<file path="src/rtl/hilo_muldiv_sequencer.sv">
// Hi/Lo owner: iterative shift-add MULT/MULTU and restoring DIV/DIVU plus MTHI/MTLO writes.
// Optional macro HILO_FAST_MUL_EN swaps the multiply sequence for a single-cycle multiplier.
module hilo_muldiv_sequencer #(
  parameter int WIDTH = 32
) (
  input  logic             clk,
  input  logic             rst,
  input  logic             start,
  input  logic [2:0]       op,
  input  logic [WIDTH-1:0] a,
  input  logic [WIDTH-1:0] b,
  input  logic             read_req,
  output logic             busy,
  output logic             stall,
  output logic             done,
  output logic             div_by_zero,
  output logic [WIDTH-1:0] hi,
  output logic [WIDTH-1:0] lo
);
  localparam int CW = (WIDTH > 1) ? $clog2(WIDTH) : 1;
  localparam logic [CW-1:0] LAST = CW'(WIDTH - 1);

  typedef enum logic [1:0] {IDLE, MUL, DIV, SIGN} state_t;
  state_t state, state_nxt;

  logic [CW-1:0]      cnt;
  logic [2*WIDTH-1:0] acc;      // mul: {partial hi, multiplier}; div: {remainder, quotient}
  logic [WIDTH-1:0]   opnd;     // multiplicand magnitude or divisor magnitude
  logic [WIDTH-1:0]   a_raw;
  logic               is_div, neg_p, neg_r, dbz;

  logic               op_signed, is_mul_op, is_div_op;
  logic [WIDTH-1:0]   a_mag, b_mag;
  logic [WIDTH:0]     mul_sum, div_shift, div_diff;
  logic [2*WIDTH-1:0] prod_fix;
  logic [WIDTH-1:0]   quo_fix, rem_fix;

  assign op_signed = ~op[0];
  assign is_mul_op = (op[2:1] == 2'b00);
  assign is_div_op = (op[2:1] == 2'b01);
  assign a_mag     = (op_signed && a[WIDTH-1]) ? -a : a;
  assign b_mag     = (op_signed && b[WIDTH-1]) ? -b : b;

  assign mul_sum   = {1'b0, acc[2*WIDTH-1:WIDTH]} + (acc[0] ? {1'b0, opnd} : {(WIDTH+1){1'b0}});
  assign div_shift = {acc[2*WIDTH-1:WIDTH], acc[WIDTH-1]};
  assign div_diff  = div_shift - {1'b0, opnd};

  // neg_p is the product sign for multiply and the quotient sign for divide.
  assign prod_fix  = neg_p ? -acc : acc;
  assign quo_fix   = neg_p ? -acc[WIDTH-1:0] : acc[WIDTH-1:0];
  assign rem_fix   = neg_r ? -acc[2*WIDTH-1:WIDTH] : acc[2*WIDTH-1:WIDTH];

  always_ff @(posedge clk or posedge rst) begin
    if (rst) state <= IDLE;
    else     state <= state_nxt;
  end

  always_comb begin
    state_nxt = state;
    busy      = (state != IDLE);
    stall     = 1'b0;
    case (state)
      IDLE: begin
        if (start && is_mul_op) begin
`ifdef HILO_FAST_MUL_EN
          state_nxt = SIGN;
`else
          state_nxt = MUL;
`endif
        end else if (start && is_div_op) begin
          state_nxt = DIV;
        end
      end
      MUL:     if (cnt == LAST) state_nxt = SIGN;
      DIV:     if (cnt == LAST) state_nxt = SIGN;
      SIGN:    state_nxt = IDLE;
      default: state_nxt = IDLE;
    endcase
    stall = busy & (start | read_req);
  end

  always_ff @(posedge clk or posedge rst) begin
    if (rst) begin
      cnt         <= '0;
      acc         <= '0;
      opnd        <= '0;
      a_raw       <= '0;
      is_div      <= 1'b0;
      neg_p       <= 1'b0;
      neg_r       <= 1'b0;
      dbz         <= 1'b0;
      done        <= 1'b0;
      div_by_zero <= 1'b0;
      hi          <= '0;
      lo          <= '0;
    end else begin
      done        <= 1'b0;
      div_by_zero <= 1'b0;
      case (state)
        IDLE: if (start) begin
          cnt <= '0;
          if (is_mul_op) begin
            opnd   <= a_mag;
            neg_p  <= op_signed & (a[WIDTH-1] ^ b[WIDTH-1]);
            neg_r  <= 1'b0;
            is_div <= 1'b0;
            dbz    <= 1'b0;
`ifdef HILO_FAST_MUL_EN
            acc    <= {{WIDTH{1'b0}}, a_mag} * {{WIDTH{1'b0}}, b_mag};
`else
            acc    <= {{WIDTH{1'b0}}, b_mag};
`endif
          end else if (is_div_op) begin
            opnd   <= b_mag;
            acc    <= {{WIDTH{1'b0}}, a_mag};
            neg_p  <= op_signed & (a[WIDTH-1] ^ b[WIDTH-1]);
            neg_r  <= op_signed & a[WIDTH-1];
            is_div <= 1'b1;
            dbz    <= (b == '0);
            a_raw  <= a;
          end else if (op == 3'b100) begin
            hi <= a;
          end else if (op == 3'b101) begin
            lo <= a;
          end
        end
        MUL: begin
          acc <= {mul_sum, acc[WIDTH-1:1]};
          cnt <= cnt + 1'b1;
        end
        DIV: begin
          if (!div_diff[WIDTH]) acc <= {div_diff[WIDTH-1:0], acc[WIDTH-2:0], 1'b1};
          else                  acc <= {div_shift[WIDTH-1:0], acc[WIDTH-2:0], 1'b0};
          cnt <= cnt + 1'b1;
        end
        SIGN: begin
          done <= 1'b1;
          if (!is_div) begin
            hi <= prod_fix[2*WIDTH-1:WIDTH];
            lo <= prod_fix[WIDTH-1:0];
          end else if (dbz) begin
            // Divide-by-zero still runs the full sequence so latency stays fixed.
            hi          <= a_raw;
            lo          <= '1;
            div_by_zero <= 1'b1;
          end else begin
            hi <= rem_fix;
            lo <= quo_fix;
          end
        end
        default: ;
      endcase
    end
  end
endmodule

</file>
<file path="config.mk">
export PLATFORM = sky130hd
export DESIGN_NAME = hilo_muldiv_sequencer
export DESIGN_NICKNAME = d
export VERILOG_FILES = /design/src/rtl/hilo_muldiv_sequencer.sv
export SDC_FILE = /design/constraint.sdc
export NUM_CORES = 1
export LEC_CHECK = 0
export CAP_MARGIN = 20
export CORE_MARGIN = 4
export CORE_UTILIZATION = 60
export DETAILED_ROUTE_END_ITERATION = 8
export PLACE_DENSITY = 0.89
export SLEW_MARGIN = 10
export SYNTH_ARGS = -nofsm -noshare
export SYNTH_HDL_FRONTEND = slang
export SYNTH_SLANG_ARGS = --single-unit
</file>
<file path="constraint.sdc">
create_clock -name clk -period 10.1 [get_ports clk]
set_input_delay 2.02 -clock clk [delete_from_list [all_inputs] [get_ports clk]]
set_output_delay 2.02 -clock clk [all_outputs]
set_load 0.05 [all_outputs]
</file>
==> flow_summary.ini, run 1 <==
[floorplan]
die_h_um = 176.2
placementRows = 61
initial_utilization_pct = 60.93
core_area_um2 = 27860
die_w_um = 176.2
ios = 139
die_area_um2 = 31040

[detailed_routing]
routed_wirelength_um = 62110
antenna_left = 0
drc_errors = 0
wl_per_cell_um = 23.80
vias = 17900
vias_per_cell = 6.861
drt_pass1_iterations = 7
initialDrtViolationCount = 2223

[clock_tree]
clkSinkCount = 205
cts_tree = built
cts_hold_buffers = 0
cts_root_buf = clkbuf_16
clock_latency_ns = 0.54
cts_setup_buffers = 0
cts_resized = 0
clockBufferDepth = 3
clk_pin_slew_ns = 0.06
cts_buffers = 25
cts_htree_levels = 1

[pwr]
power_leakage_nw = 8.122
vdd_drop_max_uv = 361.4
power_density_nw_per_um2 = 353.4

[timing]
setup_violations = 0
finalMaxSlewViolations = 0
finalHoldViolCount = 0
rsz0062_at_grt = false
worst_pin_slew_ns = 1.163
fmaxAchievable_mhz = 177.5
fin_skew_ns = 0.01787
slew_headroom_pct = 21.86
post-route-min-period_ns = 5.634
finalCritPeriodShare_pct = 55.78
finalSetupTns_ns = 0

[critical_path]
crit_chain = clkdlybuf4s50_1 -> nor2_1 -> nor2_1 -> clkdlybuf4s50_1
path_buf_inv = 2
cp_top_family = buffers and inverters
worstPathMaxFanout = 8
critPathKind = in2out
cpMaxStageDelayCell = clkdlybuf4s50_1
crit_arrival_ns = 3.61
cp.required_ns = 8.08
worstSetupEndpointType = primary output
critPathLaunchType = primary input
max_stage_delay_ns = 0.82

[status]
status = finished, final reports clean

[yosys]
netlist_area_um2 = 16970
synth_edf_count = 0
synth_cell_types = 73
yosys_warnings = 0
muxShareOfSynthArea_pct = 4.511
syn-num-nets = 2319
ys_seq_area_share_pct = 30.22
synthAdderAreaFrac_pct = 5.764
async_flop_share_pct = 100.0
synthSimpleGateAreaFrac_pct = 18.05
synth_compound_area_share_pct = 27.44
synth_xor_xnor_area_share_pct = 8.617
yosys_register_bits = 205
synth_top_family_by_area = compound AO/OA/AOI/OAI gates
netlist_instances = 2171
synth_top_flop_cell = dfrtp_1
synth.avg_cell_area_um2 = 7.818

[cells_and_area]
drive_above_1_share_pct = 6.320
synthToLayoutAreaGrowth_pct = 14.04
fill_cells = 2227
post-route-util_pct = 69.48
fin_cells = 2609
fin_nets = 2360
antenna_cells = 0

[hold_path]
min_path_type = reg2reg

[place]
dp.cells = 2563
port_buffers = 138
place_hpwl_um = 44860
gp_congestion = 1.001

[global_routing]
grt_pass1_vias = 16930
grt_max_degree = 138
grt_pass1_wl_um = 95430
antenna_found_initial = 2
grtUsageTotal_pct = 38.84
grt_overflow_total = 0

[run]
maxCapViolCount = 0
-- kinds of logic after synthesis --
family	after synthesis
buf+inv	240
mux	72
compound gates	750
simple gates	660
xor+xnor	167
flops	205
fa+ha+maj	77
-- registers in the layout (all words and copies together), names as in the netlist --
| signal | flops |
|---|---|
| a_raw | 32 |
| dbz | 1 |
| is_div | 1 |
| lo | 32 |
| div_by_zero | 1 |
| opnd | 32 |
| cnt | 5 |
| neg_r | 1 |
| done | 1 |
| hi | 32 |
| state | 2 |
| neg_p | 1 |
| acc | 64 |
-- through the flow --
stage,setup slack (ns),area (um2),hold WS (ns),total power [mW]
final,4.466,19360,0.4763,6.841
after global routing,4.388,19360,0.5118,7.224
after CTS,4.472,19360,0.4823,6.710
after detailed placement,4.474,18510,0.4741,5.757
after global placement,4.470,18510,0.4628,5.609
after floorplan,2.484,16970,0.4496,4.551
-- final timing paths --
kind / cells past startpoint / endpoint / start / slack (ns)
min: 2 / hi[8] / hi[8] / 0.48
max reg2reg: 13 / acc[62] / acc[31] / 5.33
min reg2reg: 2 / hi[8] / hi[8] / 0.48
max: 4 / stall / start / 4.47
max in group asynchronous: 3 / opnd[22] / rst / 6.49
min in group asynchronous: 2 / div_by_zero / rst / 2.10
-- layout make-up --
type	instances	area, um2	share of cell area, %
clock buffers	36	716.9	3.704
clock inverters	10	133.9	0.6917
inverters	88	337.8	1.745
well taps	378	473.0	2.443
multi-input cells	1726	10970	56.69
repair buffers	166	1592	8.222
flip-flops and latches	205	5130	26.50
-- worst register-to-register path, delay by kind of cell (launching register included) --
kind	cells	cell delay [ns]
adder cells (fa/ha/maj)	2	0.69
buffers and inverters	1	0.13
AND/OR/NAND/NOR	4	1.71
AO/OA/AOI/OAI	6	1.66
flip-flops	1	0.49
-- per-layer routing --
layer | GRT usage (%) | share of wire [%] | routed length, um | vias up
met5 | 0 | 0.055 | 34 | -
met2 | 60.78 | 44 | 27160 | 1224
met4 | 22.51 | 7.4 | 4624 | 4
met3 | 8.908 | 12 | 7239 | 325
li1 | - | - | - | 7928
met1 | 49.52 | 37 | 23050 | 8419
-- synth_stat cells (10+ instances only) --
master	instances	share of area (%)
a211oi_1	18	0.80
a21o_1	32	1.4
a21oi_1	195	5.7
a22o_1	30	1.5
a22oi_1	16	0.71
a31oi_1	21	0.77
and3_1	14	0.52
buf_1	17	0.38
clkbuf_1	128	2.8
dfrtp_1	205	30
ha_1	75	5.5
inv_1	86	1.9
mux2_2	36	2.4
mux2i_1	36	2.1
nand2_1	219	4.8
nand2b_1	15	0.55
nand3_1	35	1.0
nand4_1	11	0.41
nor2_1	216	4.8
nor2b_1	19	0.70
nor3_1	33	0.97
nor4_1	11	0.41
o211ai_1	30	1.3
o21a_1	10	0.44
o21ai_0	213	6.3
o221ai_1	15	0.77
o22ai_1	70	2.6
o31ai_1	29	1.3
o41ai_1	14	0.72
or2_2	10	0.37
or3_1	30	1.1
or4_1	11	0.49
xnor2_1	110	5.7
xor2_1	57	2.9
-- power by group --
part	internal, mW	switching [mW]	total, mW
combinational	1.55	2.70	4.24
sequential	1.20	0.469	1.67
clock	0.550	0.383	0.933
total	3.29	3.55	6.84
-- placed cells by master, fill, tap and decap left out, drive strengths merged, types with 29 or more instances in the layout --
master and instances:
o21ai 214, ha 75, nand3 35, or3 31, xor2 57, clkdlybuf4s50 138
o31ai 29, a21o 32, inv 88, nor2 216, nand2 219, dfrtp 205
nor3 36, mux2 36, mux2i 36, a21oi 195, o22ai 70, xnor2 110
clkbuf 36, o211ai 30, a22o 30
Note: power is estimated with default switching activity, not from simulation.
==> run 2: changes to the inputs <==
--- a/config.mk
+++ b/config.mk
@@ -7,9 +7,9 @@
 export LEC_CHECK = 0
 export CAP_MARGIN = 20
 export CORE_MARGIN = 4
-export CORE_UTILIZATION = 60
+export CORE_UTILIZATION = 54
 export DETAILED_ROUTE_END_ITERATION = 8
-export PLACE_DENSITY = 0.89
+export PLACE_DENSITY = 0.85
 export SLEW_MARGIN = 10
 export SYNTH_ARGS = -nofsm -noshare
 export SYNTH_HDL_FRONTEND = slang
==> constraint.sdc (replaced) <==
create_clock -name clk -period 4.7 [get_ports clk]
set_input_delay 0.94 -clock clk [delete_from_list [all_inputs] [get_ports clk]]
set_output_delay 0.94 -clock clk [all_outputs]
set_load 0.05 [all_outputs]
==> run 2 against run 1 <==
Against the previous run:
- final area increased by 1.7%
- critical path depth is 11 higher
- cell count rose by 1.6%
- global-route usage decreased by 3.5 points
- utilization fell by 5.6 points
- worst hold slack about the same
- sequential share of layout area fell by 0.44 points
- largest cell class unchanged
- largest power group unchanged
==> flow_summary.ini, run 2 (synthesized netlist as in run 1, its figures left out) <==
[status]
status = finished, final reports clean

[clock_tree]
clock_latency_ns = 0.55
cts_tree = built
cts_buffers = 25
cts_setup_buffers = 0
clk_pin_slew_ns = 0.06
clkSinkCount = 205
cts_htree_levels = 1
cts_root_buf = clkbuf_16
clockBufferDepth = 3
cts_resized = 0
cts_hold_buffers = 0

[cells_and_area]
final_cell_mix = nand2_1, nor2_1, o21ai_0, dfrtp_1, a21oi_1
largest_register_ffs = 64
synthToLayoutAreaGrowth_pct = 15.95
multi_input_area_um2 = 10970
fin_nets = 2384
seq_area_um2 = 5130
drive_above_1_share_pct = 7.450
fill_cells = 2573
top_register = acc
mostFrequentLayoutCell = nand2_1

[timing]
rsz0062_at_grt = false
finalMaxSlewViolations = 0
finalSetupTns_ns = 0
finalCritPeriodShare_pct = 88.35
slew_headroom_pct = 29.58
fin_skew_ns = 0.01330
whs_ns = 0.4766
worst_pin_slew_ns = 1.054
fmaxAchievable_mhz = 240.8
post-route-min-period_ns = 4.152
finalHoldViolCount = 0
setup_violations = 0

[global_routing]
grtUsageTotal_pct = 35.29
grt_pass1_vias = 16840
antenna_found_initial = 1
grt_pass1_wl_um = 96080
grt_max_degree = 139
grt_overflow_total = 0

[floorplan]
die_w_um = 185.3
core_area_um2 = 30830
die_area_um2 = 34330
die_h_um = 185.3
placementRows = 64
initial_utilization_pct = 55.06
ios = 139

[critical_path]
crit_arrival_ns = 4.55
cp.required_ns = 5.10
critPathKind = reg2reg
worstPathMaxFanout = 13
critPathLaunchType = flip-flop
worstSetupEndpointType = flip-flop

[place]
port_buffers = 138
gp_congestion = 1.010
place_hpwl_um = 46580

[detailed_routing]
vias_per_cell = 6.739
antenna_left = 0
drc_errors = 0
vias = 17870
drt_pass1_iterations = 7
wl_per_cell_um = 23.61
initialDrtViolationCount = 2545
routed_wirelength_um = 62600

[run]
maxCapViolCount = 0

[pwr]
vdd_drop_max_uv = 744.3
power_density_nw_per_um2 = 768.4
power_leakage_nw = 8.290

[hold_path]
min_path_type = reg2reg
-- run 2: cell types whose count changed in the layout (fill, tap and decap cells not counted), sizes merged --
cell / change
buf: +24
bufinv: +5
diode: +1
clkbuf: -6
clkinvlp: +1
-- run 2: final timing paths --
kind / from / end / slack (ns) / cells after the start
max: acc[31] / acc[46] / 0.55 / 15
min: hi[22] / hi[22] / 0.48 / 2
max reg2reg: acc[31] / acc[46] / 0.55 / 15
min reg2reg: hi[22] / hi[22] / 0.48 / 2
max in group asynchronous: rst / opnd[12] / 2.82 / 3
min in group asynchronous: rst / hi[11] / 0.77 / 2
-- run 2: worst max-delay path, cell delays in order, from the launching register on --
cell and delay (ns):
dfrtp_1 0.46, inv_1 0.11, ha_1 0.24, fa_1 0.41, nor2b_1 0.17, o31a_1 0.16, o21ai_0 0.20, o31ai_1 0.53
o211ai_1 0.28, a21o_1 0.23, nand4_1 0.13, and3_1 0.18, buf_4 0.25, buf_4 0.27, mux2i_1 0.22, o221ai_1 0.15
-- run 2: per-layer routing --
layer  wire (um)  up-vias  GRT usage, %
met5           0        -             0
met2       27110     1214         54.26
li1            -     7988             -
met1       23490     8408         46.29
met4        3553        0         16.18
met3        8444      263         9.957
-- run 2: stage by stage --
| stage | cells | util, % | area [um2] | total power, mW | setup WS (ns) |
|---|---|---|---|---|---|
| after floorplan | 2171 | - | 16980 | 9.779 | 1.102 |
| after global placement | 2604 | 60.73 | 18720 | 12.29 | 0.6339 |
| after detailed placement | 2604 | 60.73 | 18720 | 12.54 | 0.5398 |
| after CTS | 2650 | 63.81 | 19670 | 14.85 | 0.6634 |
| after global routing | 2651 | 63.83 | 19680 | 15.97 | 0.3323 |
| final | 2652 | 63.84 | 19680 | 15.12 | 0.5475 |
-- run 2: area by class of cell --
cell class,count,share of cell area [%]
Clock buffer,30,3.376
Antenna cell,1,0.01271
Sequential cell,205,26.06
Timing Repair Buffer,190,9.129
Clock inverter,16,1.449
Inverter,88,1.697
Multi-Input combinational cell,1726,55.75
Tap cell,396,2.517
-- run 2: power by group --
group | internal, mW | total [mW] | switching [mW]
Sequential | 2.57 | 3.51 | 0.941
Clock | 1.40 | 2.27 | 0.868
Combinational | 3.40 | 9.34 | 5.94
Total | 7.37 | 15.1 | 7.75
